===== src/rtl/dct_pkg.sv =====
// Shared constants and helpers for the dct8_pipe butterfly engine.
// Multiplier constants are stored as c*1e5 and quantised to COEF_FRAC bits.
package dct_pkg;

   localparam int unsigned DCT_N = 8;

   localparam int C1_E5 = 70711;   // cos(pi/4)
   localparam int C2_E5 = 38268;   // sin(pi/8)
   localparam int C3_E5 = 54120;
   localparam int C4_E5 = 130656;

   // Quantised toward zero; yields 181/97/138/334 at 8 fractional bits.
   function automatic int coef_q(int c_e5, int frac);
      longint t;
      t = longint'(c_e5) << frac;
      return int'(t / 100000);
   endfunction

   localparam int M1 = coef_q(C1_E5, 8);
   localparam int M2 = coef_q(C2_E5, 8);
   localparam int M3 = coef_q(C3_E5, 8);
   localparam int M4 = coef_q(C4_E5, 8);

   function automatic longint sext(logic [63:0] v, int w);
      logic signed [63:0] t;
      t = signed'(v << (64 - w));
      return t >>> (64 - w);
   endfunction

   function automatic longint sat_val(longint v, int w);
      longint hi;
      longint lo;
      hi = (longint'(1) << (w - 1)) - 1;
      lo = -hi - 1;
      if (v > hi) return hi;
      if (v < lo) return lo;
      return v;
   endfunction

   function automatic logic sat_hit(longint v, int w);
      longint hi;
      longint lo;
      hi = (longint'(1) << (w - 1)) - 1;
      lo = -hi - 1;
      return (v > hi) || (v < lo);
   endfunction

endpackage


===== src/rtl/dct_cmul.sv =====
// Signed constant multiply followed by an arithmetic right shift.
// DCT_ROUND_EN adds half an LSB before the shift (round half-up); otherwise floor.
module dct_cmul #(
   parameter int W    = 14,
   parameter int FRAC = 8,
   parameter int COEF = 181
) (
   input  logic signed [W-1:0] a,
   output logic signed [W-1:0] y
);

   localparam int PW = W + FRAC + 2;

   logic signed [PW-1:0] prod;
   logic signed [PW-1:0] prod_r;

   assign prod = PW'(a) * PW'(COEF);

`ifdef DCT_ROUND_EN
   assign prod_r = prod + PW'(1 << (FRAC - 1));
`else
   assign prod_r = prod;
`endif

   assign y = W'(prod_r >>> FRAC);

endmodule


===== src/rtl/dct8_pipe.sv =====
// 4-stage pipelined 8-point DCT-II with valid/ready backpressure and output saturation.
// DCT_ROUND_EN selects round-half-up in the constant multipliers.
module dct8_pipe
   import dct_pkg::*;
#(
   parameter int IN_W      = 10,
   parameter int OUT_W     = 12,
   parameter int COEF_FRAC = 8,
   parameter int INT_W     = IN_W + 4
) (
   input  logic                 clk,
   input  logic                 rst_n,
   input  logic                 in_valid,
   output logic                 in_ready,
   input  logic [8*IN_W-1:0]    in_data,
   input  logic                 in_last,
   output logic                 out_valid,
   input  logic                 out_ready,
   output logic [8*OUT_W-1:0]   out_data,
   output logic                 out_last,
   output logic [7:0]           out_sat
);

   if (INT_W < IN_W + 4) begin : g_bad_int_w
      $error("INT_W must be at least IN_W+4");
   end

   localparam int K1 = coef_q(C1_E5, COEF_FRAC);
   localparam int K2 = coef_q(C2_E5, COEF_FRAC);
   localparam int K3 = coef_q(C3_E5, COEF_FRAC);
   localparam int K4 = coef_q(C4_E5, COEF_FRAC);

   logic signed [INT_W-1:0] a_d [DCT_N];
   logic signed [INT_W-1:0] a_q [DCT_N];
   logic signed [INT_W-1:0] b   [DCT_N];
   logic signed [INT_W-1:0] c_d [DCT_N];
   logic signed [INT_W-1:0] c_q [DCT_N];
   logic signed [INT_W-1:0] d   [9];
   logic signed [INT_W-1:0] e_d [9];
   logic signed [INT_W-1:0] e_q [9];
   logic signed [INT_W-1:0] f   [DCT_N];
   logic signed [INT_W-1:0] y   [DCT_N];
   logic signed [INT_W-1:0] m_e2, m_e3, m_e4, m_e6, m_e7;

   logic [8*OUT_W-1:0] out_data_d;
   logic [7:0]         out_sat_d;
   logic               v1_q, v2_q, v3_q;
   logic               l1_q, l2_q, l3_q;
   logic               adv;

   // Single global stall: everything moves only when the output slot frees.
   assign adv      = !out_valid || out_ready;
   assign in_ready = adv;

   always_comb begin
      for (int i = 0; i < DCT_N; i++) begin
         a_d[i] = INT_W'(sext(64'(in_data[i*IN_W +: IN_W]), IN_W));
      end
   end

   always_comb begin
      b[0] = a_q[0] + a_q[7];
      b[1] = a_q[1] + a_q[6];
      b[2] = a_q[2] - a_q[4];
      b[3] = a_q[1] - a_q[6];
      b[4] = a_q[2] + a_q[5];
      b[5] = a_q[3] + a_q[4];
      b[6] = a_q[2] - a_q[5];
      b[7] = a_q[0] - a_q[7];
      c_d[0] = b[0] + b[5];
      c_d[1] = b[1] - b[4];
      c_d[2] = b[2] + b[6];
      c_d[3] = b[1] + b[4];
      c_d[4] = b[0] - b[5];
      c_d[5] = b[3] + b[7];
      c_d[6] = b[3] + b[6];
      c_d[7] = b[7];
   end

   always_comb begin
      d[0] = c_q[0] + c_q[3];
      d[1] = c_q[0] - c_q[3];
      d[2] = c_q[2];
      d[3] = c_q[1] + c_q[4];
      d[4] = c_q[2] - c_q[5];
      d[5] = c_q[4];
      d[6] = c_q[5];
      d[7] = c_q[6];
      d[8] = c_q[7];
   end

   dct_cmul #(.W(INT_W), .FRAC(COEF_FRAC), .COEF(K3)) u_mul_e2 (.a(d[2]), .y(m_e2));
   dct_cmul #(.W(INT_W), .FRAC(COEF_FRAC), .COEF(K1)) u_mul_e3 (.a(d[7]), .y(m_e3));
   dct_cmul #(.W(INT_W), .FRAC(COEF_FRAC), .COEF(K4)) u_mul_e4 (.a(d[6]), .y(m_e4));
   dct_cmul #(.W(INT_W), .FRAC(COEF_FRAC), .COEF(K1)) u_mul_e6 (.a(d[3]), .y(m_e6));
   dct_cmul #(.W(INT_W), .FRAC(COEF_FRAC), .COEF(K2)) u_mul_e7 (.a(d[4]), .y(m_e7));

   always_comb begin
      e_d[0] = d[0];
      e_d[1] = d[1];
      e_d[2] = m_e2;
      e_d[3] = m_e3;
      e_d[4] = m_e4;
      e_d[5] = d[5];
      e_d[6] = m_e6;
      e_d[7] = m_e7;
      e_d[8] = d[8];
   end

   always_comb begin
      f[0] = '0;
      f[1] = '0;
      f[2] = e_q[5] + e_q[6];
      f[3] = e_q[5] - e_q[6];
      f[4] = e_q[3] + e_q[8];
      f[5] = e_q[8] - e_q[3];
      f[6] = e_q[2] + e_q[7];
      f[7] = e_q[4] + e_q[7];
      y[0] = e_q[0];
      y[1] = f[4] + f[7];
      y[2] = f[2];
      y[3] = f[5] - f[6];
      y[4] = e_q[1];
      y[5] = f[5] + f[6];
      y[6] = f[3];
      y[7] = f[4] - f[7];
      out_data_d = '0;
      out_sat_d  = '0;
      for (int k = 0; k < DCT_N; k++) begin
         out_data_d[k*OUT_W +: OUT_W] = OUT_W'(sat_val(longint'(y[k]), OUT_W));
         out_sat_d[k]                 = sat_hit(longint'(y[k]), OUT_W);
      end
   end

   always_ff @(posedge clk) begin
      if (!rst_n) begin
         v1_q      <= 1'b0;
         v2_q      <= 1'b0;
         v3_q      <= 1'b0;
         l1_q      <= 1'b0;
         l2_q      <= 1'b0;
         l3_q      <= 1'b0;
         out_valid <= 1'b0;
         out_last  <= 1'b0;
         out_data  <= '0;
         out_sat   <= '0;
         for (int i = 0; i < DCT_N; i++) begin
            a_q[i] <= '0;
            c_q[i] <= '0;
         end
         for (int i = 0; i < 9; i++) e_q[i] <= '0;
      end else if (adv) begin
         v1_q      <= in_valid;
         v2_q      <= v1_q;
         v3_q      <= v2_q;
         out_valid <= v3_q;
         l1_q      <= in_last;
         l2_q      <= l1_q;
         l3_q      <= l2_q;
         out_last  <= l3_q;
         out_data  <= out_data_d;
         out_sat   <= out_sat_d;
         a_q       <= a_d;
         c_q       <= c_d;
         e_q       <= e_d;
      end
   end

endmodule


===== config.mk =====
export PLATFORM = sky130hd
export DESIGN_NAME = dct8_pipe
export DESIGN_NICKNAME = d
export VERILOG_FILES = /design/src/rtl/dct_pkg.sv /design/src/rtl/dct_cmul.sv /design/src/rtl/dct8_pipe.sv
export SDC_FILE = /design/constraint.sdc
export NUM_CORES = 2
export LEC_CHECK = 0
export ABC_CLOCK_PERIOD_IN_PS = 9120
export CORE_MARGIN = 4
export CORE_UTILIZATION = 60
export DETAILED_ROUTE_END_ITERATION = 7
export PLACE_DENSITY = 0.8
export SYNTH_ARGS = -nofsm -noshare
export SYNTH_HDL_FRONTEND = slang
export SYNTH_SLANG_ARGS = --single-unit
export TNS_END_PERCENT = 10

===== constraint.sdc =====
create_clock -name clk -period 9.12 [get_ports clk]
set_input_delay 1.824 -clock clk [delete_from_list [all_inputs] [get_ports clk]]
set_output_delay 1.824 -clock clk [all_outputs]
set_load 0.02 [all_outputs]

==> summary.txt <==
Worst path bufs/invs = 5
Grt ovf = 0
Largest cells by area after synthesis = dfxtp_1, ha_1, fa_1
Final hold viol count = 0
Drt total wl = 88700 um
DRT Pass-1 Iters = 5
RSZ-0062 raised after global routing = false
Dpl hpwl = 69500 um
Synth cell count leaders = ha_1, inv_1, nand2_1
Seq/Total Area, Yosys = 22.6%
CTS root buf = clkbuf_16
Max Cap Viol = 0
Pin count of the biggest net entering global routing = 185
Routed via count = 30.2k
Initial Util = 60.4%
TritonCTS clock tree = built
Cells after Synth = 4401
Drc violations = 0
Die X = 252 um
Ys flop type = dfxtp_1
Syn Std Cell Area = 0.0356 mm^2
Pin slew with the least headroom to its limit = 1.27 ns
Worst r2r path cells = 32
Flops & latches, synth = 402
CP Capture Type = flip-flop
Rel. slew slack = 15.1%
WL/cell = 16.7 um
First-pass GRT wire length = 144000 um
Fillers = 4847
Setup TNS = 0 ns
Post-synthesis simple-gate area fraction = 14.4%
R2R Path End = e_q[41]$_SDFFE_PN0P_
Mean number of vias per cell = 5.68
Worst setup path start = c_q[42]$_SDFFE_PN0P_
Clock Tree Buf Depth = 3
Post-synth EDFFs = 0
CP Class = flip-flop to flip-flop
Arr. time, crit path = 7.79 ns
R2r startpoint = c_q[42]$_SDFFE_PN0P_
Worst path max stage delay = 0.53 ns
Fin. max-slew vios = 0
Crit path max-delay family = compound AO/OA/AOI/OAI gates
Vias in the first global route = 28.8k
Total track usage = 27.3%
Synthesized Nets = 5212
Hold-critical path endpoint = out_data[10]$_SDFFE_PN0P_
Clk slew on worst S/H paths = 0.06 ns
Area delta synth->final = 11.5%
Post-synth top area share = 22.6%
Synth warn = 0
Post-synthesis compound-gate area fraction = 19.8%
Largest family of logic cells by synthesized area = adder cells
I/O pins = 192
Post-synthesis xor/xnor area fraction = 6.81%
Die area = 0.0633 mm^2
Ratio of cells with drive above 1 in the final layout = 3.44%
Htree depth = 2
Slowest CP cell = fa_1
CTS buffer count = 46
Average size of a mapped cell = 8.09 um^2
Diode count = 0
Die height = 252 um
Type of origin of the critical path = flip-flop
Count of cell types in the netlist = 94
Sink Count = 402
Worst Hold Launch = e_q[122]$_SDFFE_PN0P_
Initial antenna violation count = 0
Outcome = finished clean
Port Buffers = 191
Async SR Flop Fraction = 0%
Worst hold path depth = 2
PostCTS Resize Cnt = 0
Mux share of post-synthesis cell area = 0.0878%
Hold Buf Count CTS = 0
Period minus WS final = 7.35 ns
Std cell rows = 89
Worst-Skew Late Latency = 0.60 ns
1st-iter DRT viols = 1851
Gpl congestion = 0.935
Min-delay worst type = flip-flop to flip-flop
Post-route ant nets = 0
Most frequent cell after synthesis = ha_1
Nets = 5307
Final setup fails = 0
Worst-path maximum fanout = 5
Fin crit share = 80.6%
Multi-input logic area = 0.0249 mm^2
Fin Clk Skew = 0.0182 ns
Reg area = 0.00805 mm^2
Fmax = 136 MHz
Cell accounting for the most synthesized area = dfxtp_1
Adder-Cell Fraction of Synth Area = 28.7%
R2R Setup Slk = 1.77 ns
Core Area = 0.0589 mm^2
WP data required = 9.57 ns
Post-CTS Setup Inserts = 0
how the worst max path moves through the flow:
stage,depth (start not counted),to
final,32,e_q[41]$_SDFFE_PN0P_
after global routing,32,e_q[41]$_SDFFE_PN0P_
after CTS,32,e_q[41]$_SDFFE_PN0P_
after detailed placement,32,e_q[41]$_SDFFE_PN0P_
after global placement,32,e_q[41]$_SDFFE_PN0P_
after floorplan,32,e_q[41]$_SDFFE_PN0P_
sequential cells by signal (all words and copies together), names as in the netlist:
name / count
out_last: 1
e_q: 117
v3_q: 1
out_data: 96
l1_q: 1
out_valid: 1
l3_q: 1
a_q: 80
c_q: 93
l2_q: 1
out_sat: 8
v1_q: 1
v2_q: 1
placed cells by master, fill, tap and decap left out, types with 13 or more instances in the layout:
cell type and count:
o31ai_1 13, nor3_1 68, nand3_1 44, clkdlybuf4s50_1 190, nand2_1 518, or3_1 32
fa_1 149, inv_1 558, o21bai_1 66, o211ai_1 15, and3_1 17, nor2b_1 40
o311a_1 13, a21oi_1 473, a21o_1 55, dfxtp_1 402, a211oi_1 54, clkbuf_16 46
o21a_1 34, ha_1 577, xnor2_1 201, a21boi_0 26, nor2_1 261, xor2_1 74
o21ai_0 250, a31oi_1 13, nand2b_1 56
area by class of cell:
cell class	instances	share of cell area, %
repair buffers	204	5.08
clock inverters	34	1.19
flip-flops and latches	402	20.3
inverters	560	5.33
multi-input cells	3282	62.6
clock buffers	52	3.06
well taps	773	2.44
per-layer routing:
layer | global-route usage [%] | wire, um | vias up | share of wire, %
li1 | - | - | 15048 | -
met1 | 37.3 | 40500 | 14130 | 46
met2 | 45.4 | 40200 | 831 | 45
met3 | 3.21 | 5020 | 158 | 5.7
met4 | 9.13 | 3020 | 0 | 3.4
met5 | 0 | 0 | - | 0
stage by stage:
stage | hold slack, ns | instances | cell area (um^2) | utilization (%) | worst slack (ns)
floorplan | 0.425 | 4401 | 35600 | - | 2.54
global placement | 0.436 | 5221 | 38000 | 64.5 | 1.97
detailed placement | 0.442 | 5221 | 38000 | 64.5 | 1.86
CTS | 0.440 | 5307 | 39700 | 67.4 | 1.83
global route | 0.475 | 5307 | 39700 | 67.4 | 1.07
finish | 0.446 | 5307 | 39700 | 67.4 | 1.77
cells by family (layout without fill, tap and decap cells):
group                      Yosys count  after routing
buffers and inverters              717            850
adders and majority gates          726            726
muxes                                3              3
AOI/OAI and AO/OA                 1143           1143
xor gates and xnor gates           276            276
and+or+nand+nor                   1134           1134
DFF                                402            402
worst reg2reg max path, delay by kind of cell, from the launching register on:
family | cells | cell delay (ns)
XOR/XNOR | 1 | 0.12
buffers and inverters | 5 | 0.28
adder cells (fa/ha/maj) | 7 | 2.74
AND/OR/NAND/NOR | 3 | 0.42
AO/OA/AOI/OAI | 16 | 3.25
flip-flops | 1 | 0.38
Power is left out: the tool's default activity adds up to more than one toggle a clock period on the data nets, which glitch-free logic cannot reach.
